--- src/rtl/nvram_uploader_if.sv ---
// nvram_uploader_if: HPS upload handshake plus shared CMOS RAM port of the NVRAM uploader
interface nvram_uploader_if;
  logic upload_req;
  logic up_rd;
  logic [10:0] up_addr;
  logic [7:0] up_din;
  logic up_wait;
  logic up_done;
  logic proto_err;
  logic cmos_cpu_busy;
  logic cpu_cmos_we;
  logic [9:0] cmos_addr;
  logic cmos_rd;
  logic [3:0] cmos_q;
  logic dirty;
  modport slave (
    input upload_req, up_rd, up_addr, cmos_cpu_busy, cpu_cmos_we, cmos_q,
    output up_din, up_wait, up_done, proto_err, cmos_addr, cmos_rd, dirty
  );
  modport master (
    output upload_req, up_rd, up_addr, cmos_cpu_busy, cpu_cmos_we, cmos_q,
    input up_din, up_wait, up_done, proto_err, cmos_addr, cmos_rd, dirty
  );
endinterface

--- src/rtl/nvram_uploader.sv ---
// nvram_uploader: serves HPS byte reads of the 1024x4 CMOS RAM through a CPU-arbitrated shared port
module nvram_uploader (
  input logic clock_12,
  input logic reset,
  nvram_uploader_if.slave bus
);
  typedef enum logic [1:0] {IDLE, ARB, ISSUE, CAPTURE} state_t;
  state_t state;
  logic [9:0] addr;
  logic [9:0] addr_q;
  logic req_q;
  logic rd_go;
  assign rd_go = state == ISSUE && bus.upload_req && !bus.cmos_cpu_busy && !reset;
  assign bus.cmos_rd = rd_go;
  assign bus.cmos_addr = rd_go ? addr : addr_q;
  // request sequencing, response capture and sticky status flags
  always_ff @(posedge clock_12) begin
    if (reset) begin
      state <= IDLE;
      addr <= '0;
      addr_q <= '0;
      req_q <= 1'b0;
      bus.up_din <= 8'h00;
      bus.up_wait <= 1'b0;
      bus.up_done <= 1'b0;
      bus.proto_err <= 1'b0;
      bus.dirty <= 1'b0;
    end else begin
      req_q <= bus.upload_req;
      bus.up_done <= 1'b0;
      bus.dirty <= bus.cpu_cmos_we | (bus.dirty & ~bus.up_done);
      bus.proto_err <= (bus.proto_err & ~(bus.upload_req & ~req_q)) | (bus.up_rd && state != IDLE);
      if (rd_go) addr_q <= addr;
      unique case (state)
        IDLE:
          if (bus.up_rd && bus.upload_req) begin
            if (bus.up_addr[10]) bus.up_din <= 8'hFF;
            else begin
              addr <= bus.up_addr[9:0];
              bus.up_wait <= 1'b1;
              state <= ARB;
            end
          end
        ARB:
          if (!bus.upload_req) begin
            state <= IDLE;
            bus.up_wait <= 1'b0;
          end else if (!bus.cmos_cpu_busy) state <= ISSUE;
        ISSUE:
          if (!bus.upload_req) begin
            state <= IDLE;
            bus.up_wait <= 1'b0;
          end else state <= bus.cmos_cpu_busy ? ARB : CAPTURE;
        CAPTURE: begin
          state <= IDLE;
          bus.up_wait <= 1'b0;
          if (bus.upload_req) begin
            bus.up_din <= {4'h0, bus.cmos_q};
            bus.up_done <= addr == 10'h3FF;
          end
        end
      endcase
    end
  end
endmodule

--- src/flat_wrapper.sv ---
// flat-port wrapper written by rule: the top's interface ports become plain ports
module nvram_uploader_flat 
  (clock_12, reset, bus_upload_req, bus_up_rd, bus_up_addr, bus_cmos_cpu_busy, bus_cpu_cmos_we, bus_cmos_q, bus_up_din, bus_up_wait, bus_up_done, bus_proto_err, bus_cmos_addr, bus_cmos_rd, bus_dirty);
  nvram_uploader_if bus_i ();
  input logic clock_12;
  input logic reset;
  input wire logic [$bits(bus_i.upload_req)-1:0] bus_upload_req;
  input wire logic [$bits(bus_i.up_rd)-1:0] bus_up_rd;
  input wire logic [$bits(bus_i.up_addr)-1:0] bus_up_addr;
  input wire logic [$bits(bus_i.cmos_cpu_busy)-1:0] bus_cmos_cpu_busy;
  input wire logic [$bits(bus_i.cpu_cmos_we)-1:0] bus_cpu_cmos_we;
  input wire logic [$bits(bus_i.cmos_q)-1:0] bus_cmos_q;
  output wire logic [$bits(bus_i.up_din)-1:0] bus_up_din;
  output wire logic [$bits(bus_i.up_wait)-1:0] bus_up_wait;
  output wire logic [$bits(bus_i.up_done)-1:0] bus_up_done;
  output wire logic [$bits(bus_i.proto_err)-1:0] bus_proto_err;
  output wire logic [$bits(bus_i.cmos_addr)-1:0] bus_cmos_addr;
  output wire logic [$bits(bus_i.cmos_rd)-1:0] bus_cmos_rd;
  output wire logic [$bits(bus_i.dirty)-1:0] bus_dirty;
  assign bus_i.upload_req = bus_upload_req;
  assign bus_i.up_rd = bus_up_rd;
  assign bus_i.up_addr = bus_up_addr;
  assign bus_i.cmos_cpu_busy = bus_cmos_cpu_busy;
  assign bus_i.cpu_cmos_we = bus_cpu_cmos_we;
  assign bus_i.cmos_q = bus_cmos_q;
  assign bus_up_din = bus_i.up_din;
  assign bus_up_wait = bus_i.up_wait;
  assign bus_up_done = bus_i.up_done;
  assign bus_proto_err = bus_i.proto_err;
  assign bus_cmos_addr = bus_i.cmos_addr;
  assign bus_cmos_rd = bus_i.cmos_rd;
  assign bus_dirty = bus_i.dirty;
  nvram_uploader u_core (.clock_12(clock_12), .reset(reset), .bus(bus_i));
endmodule
--- config.mk ---
export PLATFORM = sky130hd
export DESIGN_NAME = nvram_uploader_flat
export DESIGN_NICKNAME = d
export VERILOG_FILES = /design/src/rtl/nvram_uploader_if.sv /design/src/rtl/nvram_uploader.sv /design/src/flat_wrapper.sv
export SDC_FILE = /design/constraint.sdc
export NUM_CORES = 1
export LEC_CHECK = 0
export BUFFER_PORTS_ARGS = -buffer_cell sky130_fd_sc_hd__clkbuf_2
export CAP_MARGIN = 20
export CORE_AREA = 4 4 51 76
export CTS_CLUSTER_DIAMETER = 80
export DETAILED_ROUTE_END_ITERATION = 12
export DIE_AREA = 0 0 55 80
export PLACE_DENSITY = 0.73
export SLEW_MARGIN = 20
export SYNTH_ARGS = -nofsm -noshare
export SYNTH_HDL_FRONTEND = slang
export SYNTH_SLANG_ARGS = --single-unit
--- constraint.sdc ---
create_clock -name clock_12 -period 1.5 [get_ports clock_12]
set_input_delay 0 -clock clock_12 [delete_from_list [all_inputs] [get_ports clock_12]]
set_output_delay 0 -clock clock_12 [all_outputs]
set_load 0.02 [all_outputs]
# Word-level counts from Yosys, hierarchy flattened
# Cells that the tools add are included.
# word_totals
ff_bits	35
inputBits	21
out_inout_bits	23
wordCells	62
# op_classes
n_eq_ne	10
muxes	16
bitwise_logic	11
reduce_logical	16
# op_table
cell	count
$mux 8	3
$pmux 8 s2	1
$mux 2	6
$eq 10x10->1 const B	1
$mux 10	1
$reduce_and 3->1	3
$ne 2x2->1 const B	4
$pmux 2 s4	1
$not 1->1	6
$logic_and 1x1->1	5
$eq 2x2->1 const B	2
$reduce_and 4->1	1
$reduce_bool 2->1	2
$and 1x1->1	3
$mux 1	3
$ne 3x3->1 const B	1
$pmux 1 s3	1
$reduce_or 3->1	1
$eq 2x1->1 const B	1
$logic_not 1->1	2
$logic_not 2->1	1
$ne 2x1->1 const B	1
$or 1x1->1	2
$reduce_or 2->1	1

# Logic depth before layout (Yosys ltp)
# Gate-level depths: netlist of the first run.
# logic_depth
word_depth	5
ltp_mapped	7
depth_no_buf	5

# Worst setup path after synthesis of the first run
# No wires, ideal clock.
# synth_path
path_type	register to register
start	reg u_core.state[0]
end	reg u_core.addr_q[0]
setup_time_ps	115
arrival_time_ps	1514
required_time_ps	1385
setup_slack_ps	-129
stages_incl_launch_ff	7
path_buffers	1
synth_period_minus_slack_ps	1629
cell_sequence	dfxtp_1 -> inv_1 -> ha_1 -> and4bb_1 -> buf_6 -> mux2_4 -> and2_1
# synth_via
elab_chain_len	5
# synth_lines
element	line_no	source
start, declared	nvram_uploader.sv:8	state_t state;
start signal, assigned	nvram_uploader.sv:53	end else state <= bus.cmos_cpu_busy ? ARB : CAPTURE;
$eq 2x2->1	nvram_uploader.sv:13	assign rd_go = state == ISSUE && bus.upload_req && !bus.cmos_cpu_busy && !reset;
$logic_and 1x1->1 (3 in series)	nvram_uploader.sv:13	
named net bus_cmos_rd	flat_wrapper.sv:18	output wire logic [$bits(bus_i.cmos_rd)-1:0] bus_cmos_rd;
$mux 10	--	
named net bus_cmos_addr[0]	flat_wrapper.sv:17	output wire logic [$bits(bus_i.cmos_addr)-1:0] bus_cmos_addr;
end signal, assigned	nvram_uploader.sv:33	if (rd_go) addr_q <= addr;
end, declared	nvram_uploader.sv:10	logic [9:0] addr_q;
# The timed path passes the listed nets, and every way through them passes these cells.
# A chain may end at the register's enable or synchronous reset.

# Final worst setup path of the first run
# layout_path
start	reg u_core.state[0]
end	out bus_cmos_addr[3]
# layout_via
elab_chain_len	5
# layout_lines
element	line_no	source
$eq 2x2->1	nvram_uploader.sv:13	
$logic_and 1x1->1 (3 in series)	nvram_uploader.sv:13	
$mux 10	nvram_uploader.sv:15	assign bus.cmos_addr = rd_go ? addr : addr_q;
end, declared	flat_wrapper.sv:17	
# No other way between the ends.

==> impl_metrics.env, run 1 <==
export IMPL_p_sw_share_pct=27.9
export IMPL_crit_type="reg2out"
export IMPL_ir_drop_mv=0.846
export IMPL_endpoint_kind="output pin"
export IMPL_layout_common_cells="34 x clkbuf_2, 30 x dfxtp_1, 23 x nand2_1, 13 x a21oi_1, 12 x dlygate4sd3_1"
export IMPL_worst_pin_slew_ns=0.493
export IMPL_worstPathMaxFanout=5
export IMPL_slew_headroom_pct=67.1
export IMPL_insertion_delay_ns=0.29
export IMPL_cp_data_required_time_ns=1.50
export IMPL_maxCapViolCount=0
export IMPL_drt_pre_antenna_iters=4
export IMPL_dpl_cell_area_sq_mm=0.00172
export IMPL_p_switching_mw=0.656
export IMPL_synthesis_area_sq_mm=0.00142
export IMPL_ant_nets=0
export IMPL_reg2reg_from="u_core.state[0]"
export IMPL_vias=1318
export IMPL_internal_power_mw=1.70
export IMPL_initial_utilization_pct=44.9
export IMPL_yosys_warnings=0
export IMPL_cts_sinks=32
export IMPL_core_area_sq_mm=0.00316
export IMPL_power_density_mw_per_mm2=1020
export IMPL_synth_top_area_share_pct=45.1
export IMPL_critPathLaunch="u_core.state[0]"
export IMPL_period_needed_ns=1.70
export IMPL_yosys_top_cells_area="dfxtp_1 45%, mux2_4 9.5%, nand2_1 6.1%"
export IMPL_yosysTopAreaCell="dfxtp_1"
export IMPL_grt_pass1_vias=1365
export IMPL_min_path_type="in2reg"
export IMPL_area_growth_syn_to_layout_pct=62.3
export IMPL_setup_ws_ns=-0.202
export IMPL_layout_commonest_cell="clkbuf_2"
export IMPL_timing_rr_end="u_core.addr_q[2]"
export IMPL_share_comb_of_total_power_pct=25.9
export IMPL_ys_seq_area_share_pct=45.1
export IMPL_status="complete, but fails checks"
export IMPL_placed_cells=230
export IMPL_r2r_setup_slack_ns=-0.13
export IMPL_netlist_instances=148
export IMPL_fin_crit_sh_pct=113
export IMPL_die_y_um=80
export IMPL_drive_above_1_share_pct=47.9
export IMPL_reg2reg_depth=7
export IMPL_grt_first_pass_wirelength_mm=5.96
export IMPL_worst_clock_skew_ns=0.00447
export IMPL_max_freq_mhz=588
export IMPL_rows=25
export IMPL_drc_errors=0
export IMPL_io_pins=44
export IMPL_wire_per_inst_um=15.6
export IMPL_pwr_share_seq_pct=39.6
export IMPL_post_dp_hpwl_mm=2.39
export IMPL_stdcell_count=257
export IMPL_rsz0062_at_grt="yes"
export IMPL_p_total_mw=2.35
export IMPL_ys_ff_latch=32
export IMPL_overflow=0
export IMPL_cts_buffers=5
export IMPL_holdWs_ns=0.0659
export IMPL_ys_types=32
export IMPL_grt_max_degree=24
export IMPL_arrival_ns=1.70
export IMPL_drtIter0Drc=11
export IMPL_gp_congestion=0.748
export IMPL_clkTransAtPathRegs_ns=0.07
export IMPL_leakagePower_nw=0.956
export IMPL_io_buffers=43
export IMPL_violations="negative setup slack"
export IMPL_hold_viol=0
export IMPL_die_area_sq_mm=0.00440
export IMPL_nets=242
export IMPL_max_stage_delay_ns=0.34
export IMPL_antenna_found_initial=0
export IMPL_cts_htree_levels=2
export IMPL_n_antenna_cell=0
export IMPL_die_width_um=55
export IMPL_cts_buffer_depth=2
export IMPL_crit_chain="inv_2 > ha_4 > and4bb_4 > buf_12 > mux2_4 > buf_8"
export IMPL_design_area_sq_mm=0.00230
export IMPL_cts_root_buf="clkbuf_8"
export IMPL_syn_avg_cell_area_sq_um=9.59
export IMPL_setup_viol=21
export IMPL_viasPerCell=5.13
export IMPL_clockPowerShare_pct=34.5
export IMPL_cpMaxStageDelayCell="dfxtp_2"
export IMPL_slew_viol_final=0
export IMPL_fin_util_pct=72.9
export IMPL_fillers=222
export IMPL_cts_tree="yes"
export IMPL_critPathCapture="bus_cmos_addr[3]"
export IMPL_synth_nets=174
export IMPL_startpoint_type="flip-flop"
export IMPL_grt_total_usage_pct=18.7
export IMPL_routed_wl_mm=4.01
routing by layer:
metal | part of all wire [%] | vias to the layer above | track usage, %
li1 | - | 640 | -
met1 | 37 | 617 | 18.6
met2 | 55 | 51 | 34.0
met3 | 6.3 | 10 | 4.67
met4 | 1.9 | 0 | 9.00
met5 | 0 | - | 0
how the worst min path moves through the flow:
stage	from	endpoint	slack, ns	cells past startpoint
3_5_place_dp	bus_up_addr[0]	u_core.addr[0]	0.23	3
4_1_cts	bus_cmos_q[3]	u_core.bus.up_din[3]	0.06	3
2_1_floorplan	bus_cpu_cmos_we	u_core.bus.dirty	0.12	2
5_1_grt	bus_cmos_q[3]	u_core.bus.up_din[3]	0.09	3
3_3_place_gp	bus_cpu_cmos_we	u_core.bus.dirty	0.21	3
6_report	bus_cmos_q[3]	u_core.bus.up_din[3]	0.07	3
synth_stat cells:
cell type / number
buf_4: 3
mux2_2: 2
and4bb_1: 1
nand2_1: 23
nand2b_1: 2
a31o_2: 1
nor4_1: 2
nor3b_1: 1
a21oi_1: 13
nand4b_1: 1
nor2_1: 4
mux2i_1: 2
dfxtp_1: 32
and2_1: 10
o21ai_0: 2
buf_2: 3
nand3_1: 1
a21o_1: 1
inv_1: 10
nand4_1: 2
nor2b_1: 1
a32oi_1: 1
a22oi_1: 1
ha_1: 5
and4_1: 1
clkbuf_1: 3
mux2_4: 9
a211oi_1: 4
a2111oi_0: 4
and4b_1: 1
nand3b_1: 1
buf_6: 1
layout make-up:
| type | count | area (sq um) | area share (%) |
|---|---|---|---|
| timing repair buffer | 71 | 602 | 26.1 |
| tap | 40 | 50.0 | 2.17 |
| inverter | 10 | 37.5 | 1.63 |
| sequential | 32 | 646 | 28.0 |
| multi-input combinational | 96 | 860 | 37.3 |
| clock inverter | 2 | 35.0 | 1.52 |
| clock buffer | 6 | 72.6 | 3.15 |
logic make-up (layout without fill, tap and decap cells):
| group | Yosys count | after routing | share of synthesized area [%] |
|---|---|---|---|
| AOI/OAI and AO/OA | 27 | 27 | 12.2 |
| adders and majority gates | 5 | 5 | 4.41 |
| and+or+nand+nor | 51 | 51 | 18.9 |
| DFF | 32 | 32 | 45.1 |
| buffers and inverters | 20 | 89 | 6.88 |
| muxes | 13 | 13 | 12.5 |
registers in the layout, indices dropped and copies added (netlist names):
signal / cells
u_core.addr_q: 10
u_core.addr: 10
u_core.bus.up_done: 1
u_core.state: 2
u_core.bus.up_wait: 1
u_core.bus.up_din: 5
u_core.bus.dirty: 1
u_core.req_q: 1
u_core.bus.proto_err: 1
power by group through the flow:
stage / Clock [mW] / Combinational (mW) / Sequential, mW
5_1_grt: 0.877 / 0.648 / 0.935
2_1_floorplan: 0 / 0.196 / 0.976
3_5_place_dp: 0 / 0.379 / 0.949
3_3_place_gp: 0 / 0.368 / 0.945
4_1_cts: 0.842 / 0.468 / 0.929
6_report: 0.812 / 0.610 / 0.932
worst max-delay path: cells and delay by family, from the launching register on:
family                   cells  cell delay (ns)
flip-flops                   1             0.34
buffers and inverters        3             0.34
multiplexers                 1             0.31
AND/OR/NAND/NOR              1             0.30
adder cells (fa/ha/maj)      1             0.13
timing repair:
item                                    in CTS  in global routing
gates resized for setup                     34                 32
pin swaps                                    2                  6
hold buffers                                12                  0
cloned                                       1                  0
buffers inserted                             3                  4
endpoints found under the hold margin       12                  0
endpoints found under the setup margin      35                 27
through the flow:
| stage | worst slack, ns | TNS (ns) |
|---|---|---|
| after floorplan | -0.0384 | -0.345 |
| after global placement | -0.00299 | -0.00299 |
| after detailed placement | -0.0362 | -0.273 |
| after CTS | -0.207 | -2.00 |
| after global routing | -0.252 | -3.30 |
| final | -0.202 | -2.24 |
Note: power is estimated with default switching activity, not from simulation.
==> run 2, diff against run 1 <==
--- a/config.mk
+++ b/config.mk
@@ -12,6 +12,7 @@
 export DETAILED_ROUTE_END_ITERATION = 12
 export DIE_AREA = 0 0 55 80
 export PLACE_DENSITY = 0.73
+export SETUP_SLACK_MARGIN = 0.15
 export SLEW_MARGIN = 20
 export SYNTH_ARGS = -nofsm -noshare
 export SYNTH_HDL_FRONTEND = slang
==> run 2 against run 1 <==
  * The flow still finishes with violations (negative setup slack)
  * Critical path type unchanged
  * Combinational power down 6.2%
  * Maximum frequency down 0.25%
  * Die area unchanged
  * Highest routed layer unchanged
  * Critical endpoint is now bus_cmos_addr[8]
==> impl_metrics.env, run 2 (synthesis gave the netlist of run 1 again) <==
export IMPL_cts_sinks=32
export IMPL_dpl_cell_area_sq_mm=0.00177
export IMPL_overflow=0
export IMPL_seqCellArea_sq_um=646
export IMPL_die_area_sq_mm=0.00440
export IMPL_grt_total_usage_pct=18.4
export IMPL_die_y_um=80
export IMPL_period_needed_ns=1.71
export IMPL_finalSetupTns_ns=-1.90
export IMPL_cts_root_buf="clkbuf_8"
export IMPL_cts_buffers=5
export IMPL_setup_ws_ns=-0.206
export IMPL_arrival_ns=1.71
export IMPL_io_pins=44
export IMPL_antenna_found_initial=0
export IMPL_post_dp_hpwl_mm=2.50
export IMPL_area_growth_syn_to_layout_pct=63.2
export IMPL_layout_common_cells="32 x clkbuf_2, 30 x dfxtp_1, 14 x nand2_1, 13 x buf_6"
export IMPL_drc_errors=0
export IMPL_power_density_mw_per_mm2=1000
export IMPL_drive_above_1_share_pct=55.8
export IMPL_min_path_type="in2reg"
export IMPL_insertion_delay_ns=0.29
export IMPL_leakagePower_nw=0.945
export IMPL_endpoint_kind="output pin"
export IMPL_max_freq_mhz=586
export IMPL_fillers=219
export IMPL_startpoint_type="flip-flop"
export IMPL_multi_input_area_sq_um=910
export IMPL_crit_chain="inv_2 > ha_4 > and4bb_4 > clkbuf_16 > mux2_4 > buf_6"
export IMPL_io_buffers=43
export IMPL_maxCapViolCount=0
export IMPL_fin_crit_sh_pct=114
export IMPL_die_width_um=55
export IMPL_violations="negative setup slack"
export IMPL_hold_viol=0
export IMPL_routed_wl_mm=3.94
export IMPL_cp_data_required_time_ns=1.50
export IMPL_layout_commonest_cell="clkbuf_2"
export IMPL_cpMaxStageDelayCell="dfxtp_2"
export IMPL_worst_clock_skew_ns=0.00583
export IMPL_stdcell_count=257
export IMPL_drt_pre_antenna_iters=4
export IMPL_vias=1328
export IMPL_p_total_mw=2.33
export IMPL_cts_htree_levels=2
export IMPL_setup_viol=15
export IMPL_slew_headroom_pct=66.0
export IMPL_grt_first_pass_wirelength_mm=5.87
export IMPL_cts_tree="yes"
export IMPL_design_area_sq_mm=0.00232
export IMPL_n_antenna_cell=0
export IMPL_rows=25
export IMPL_holdWs_ns=0.0296
export IMPL_clkTransAtPathRegs_ns=0.07
export IMPL_cts_buffer_depth=2
export IMPL_worstPathMaxFanout=5
export IMPL_viasPerCell=5.17
export IMPL_core_area_sq_mm=0.00316
export IMPL_placed_cells=230
export IMPL_max_stage_delay_ns=0.33
export IMPL_status="complete, but fails checks"
export IMPL_rsz0062_at_grt="yes"
export IMPL_grt_max_degree=24
export IMPL_worst_pin_slew_ns=0.509
export IMPL_gp_congestion=0.704
export IMPL_ir_drop_mv=0.758
export IMPL_grt_pass1_vias=1327
export IMPL_wire_per_inst_um=15.3
export IMPL_reg_top3="u_core.addr (10), u_core.addr_q (10), u_core.bus.up_din (5)"
export IMPL_drtIter0Drc=21
export IMPL_initial_utilization_pct=44.9
export IMPL_crit_type="reg2out"
export IMPL_ant_nets=0
export IMPL_slew_viol_final=0
export IMPL_nets=242
run 2: cell types whose count changed in the layout (fill, tap and decap cells not counted), moves of 8 or more:
cell,delta
buf_6,+10
nand2_1,-9
a21oi_1,-8
nand2_2,+9
buf_8,-9
a21oi_2,+8
run 2: final cells by class:
class | instances | area share (%)
multi-input combinational | 96 | 39.3
sequential | 32 | 27.9
timing repair buffer | 71 | 24.3
clock buffer | 5 | 2.97
tap | 40 | 2.16
clock inverter | 3 | 1.78
inverter | 10 | 1.62
run 2: final timing paths:
path | from | slack [ns] | end | cells past startpoint
worst max-delay path | u_core.state[0] | -0.21 | bus_cmos_addr[8] | 6
worst min register to register | u_core.bus.up_din[2] | 0.47 | u_core.bus.up_din[2] | 2
worst min-delay path | bus_cmos_q[2] | 0.03 | u_core.bus.up_din[2] | 3
worst max register to register | u_core.state[0] | -0.03 | u_core.addr_q[8] | 6
run 2: timing repair:
| item | CTS | global route |
|---|---|---|
| gates resized for setup | 28 | 46 |
| setup endpoints to repair | 38 | 39 |
| hold endpoints to repair | 11 | 0 |
| hold buffers | 11 | 0 |
| cloned | 0 | 2 |
| buffers inserted | 5 | 1 |
| pin swaps | 11 | 2 |
run 2: power breakdown:
group / internal, mW / switching, mW / total, mW / leakage [nW]
sequential: 0.898 / 0.0312 / 0.929 / 0.261
clock: 0.492 / 0.334 / 0.826 / 0.0585
combinational: 0.276 / 0.296 / 0.572 / 0.625
run 2: metal layers:
layer / global-route usage (%) / vias to the layer above / wire [um]
met3: 5.79 / 11 / 221
met5: 0 / - / 0
li1: - / 641 / -
met1: 19.9 / 635 / 1470
met2: 31.2 / 41 / 2150
met4: 8.27 / 0 / 87
run 2: per-stage QoR:
step                      utilization (%)  setup WS [ns]
after floorplan                         -        -0.0384
after global placement               56.0        0.00737
after detailed placement             56.0        -0.0168
after CTS                            68.7         -0.201
after global routing                 73.3         -0.247
final                                73.3         -0.206
run 2: worst max-delay path: cells and delay by family, from the launching register on:
kind          cells  cell delay [ns]
buf+inv           3             0.37
flops             1             0.33
mux               1             0.31
simple gates      1             0.28
fa+ha+maj         1             0.13
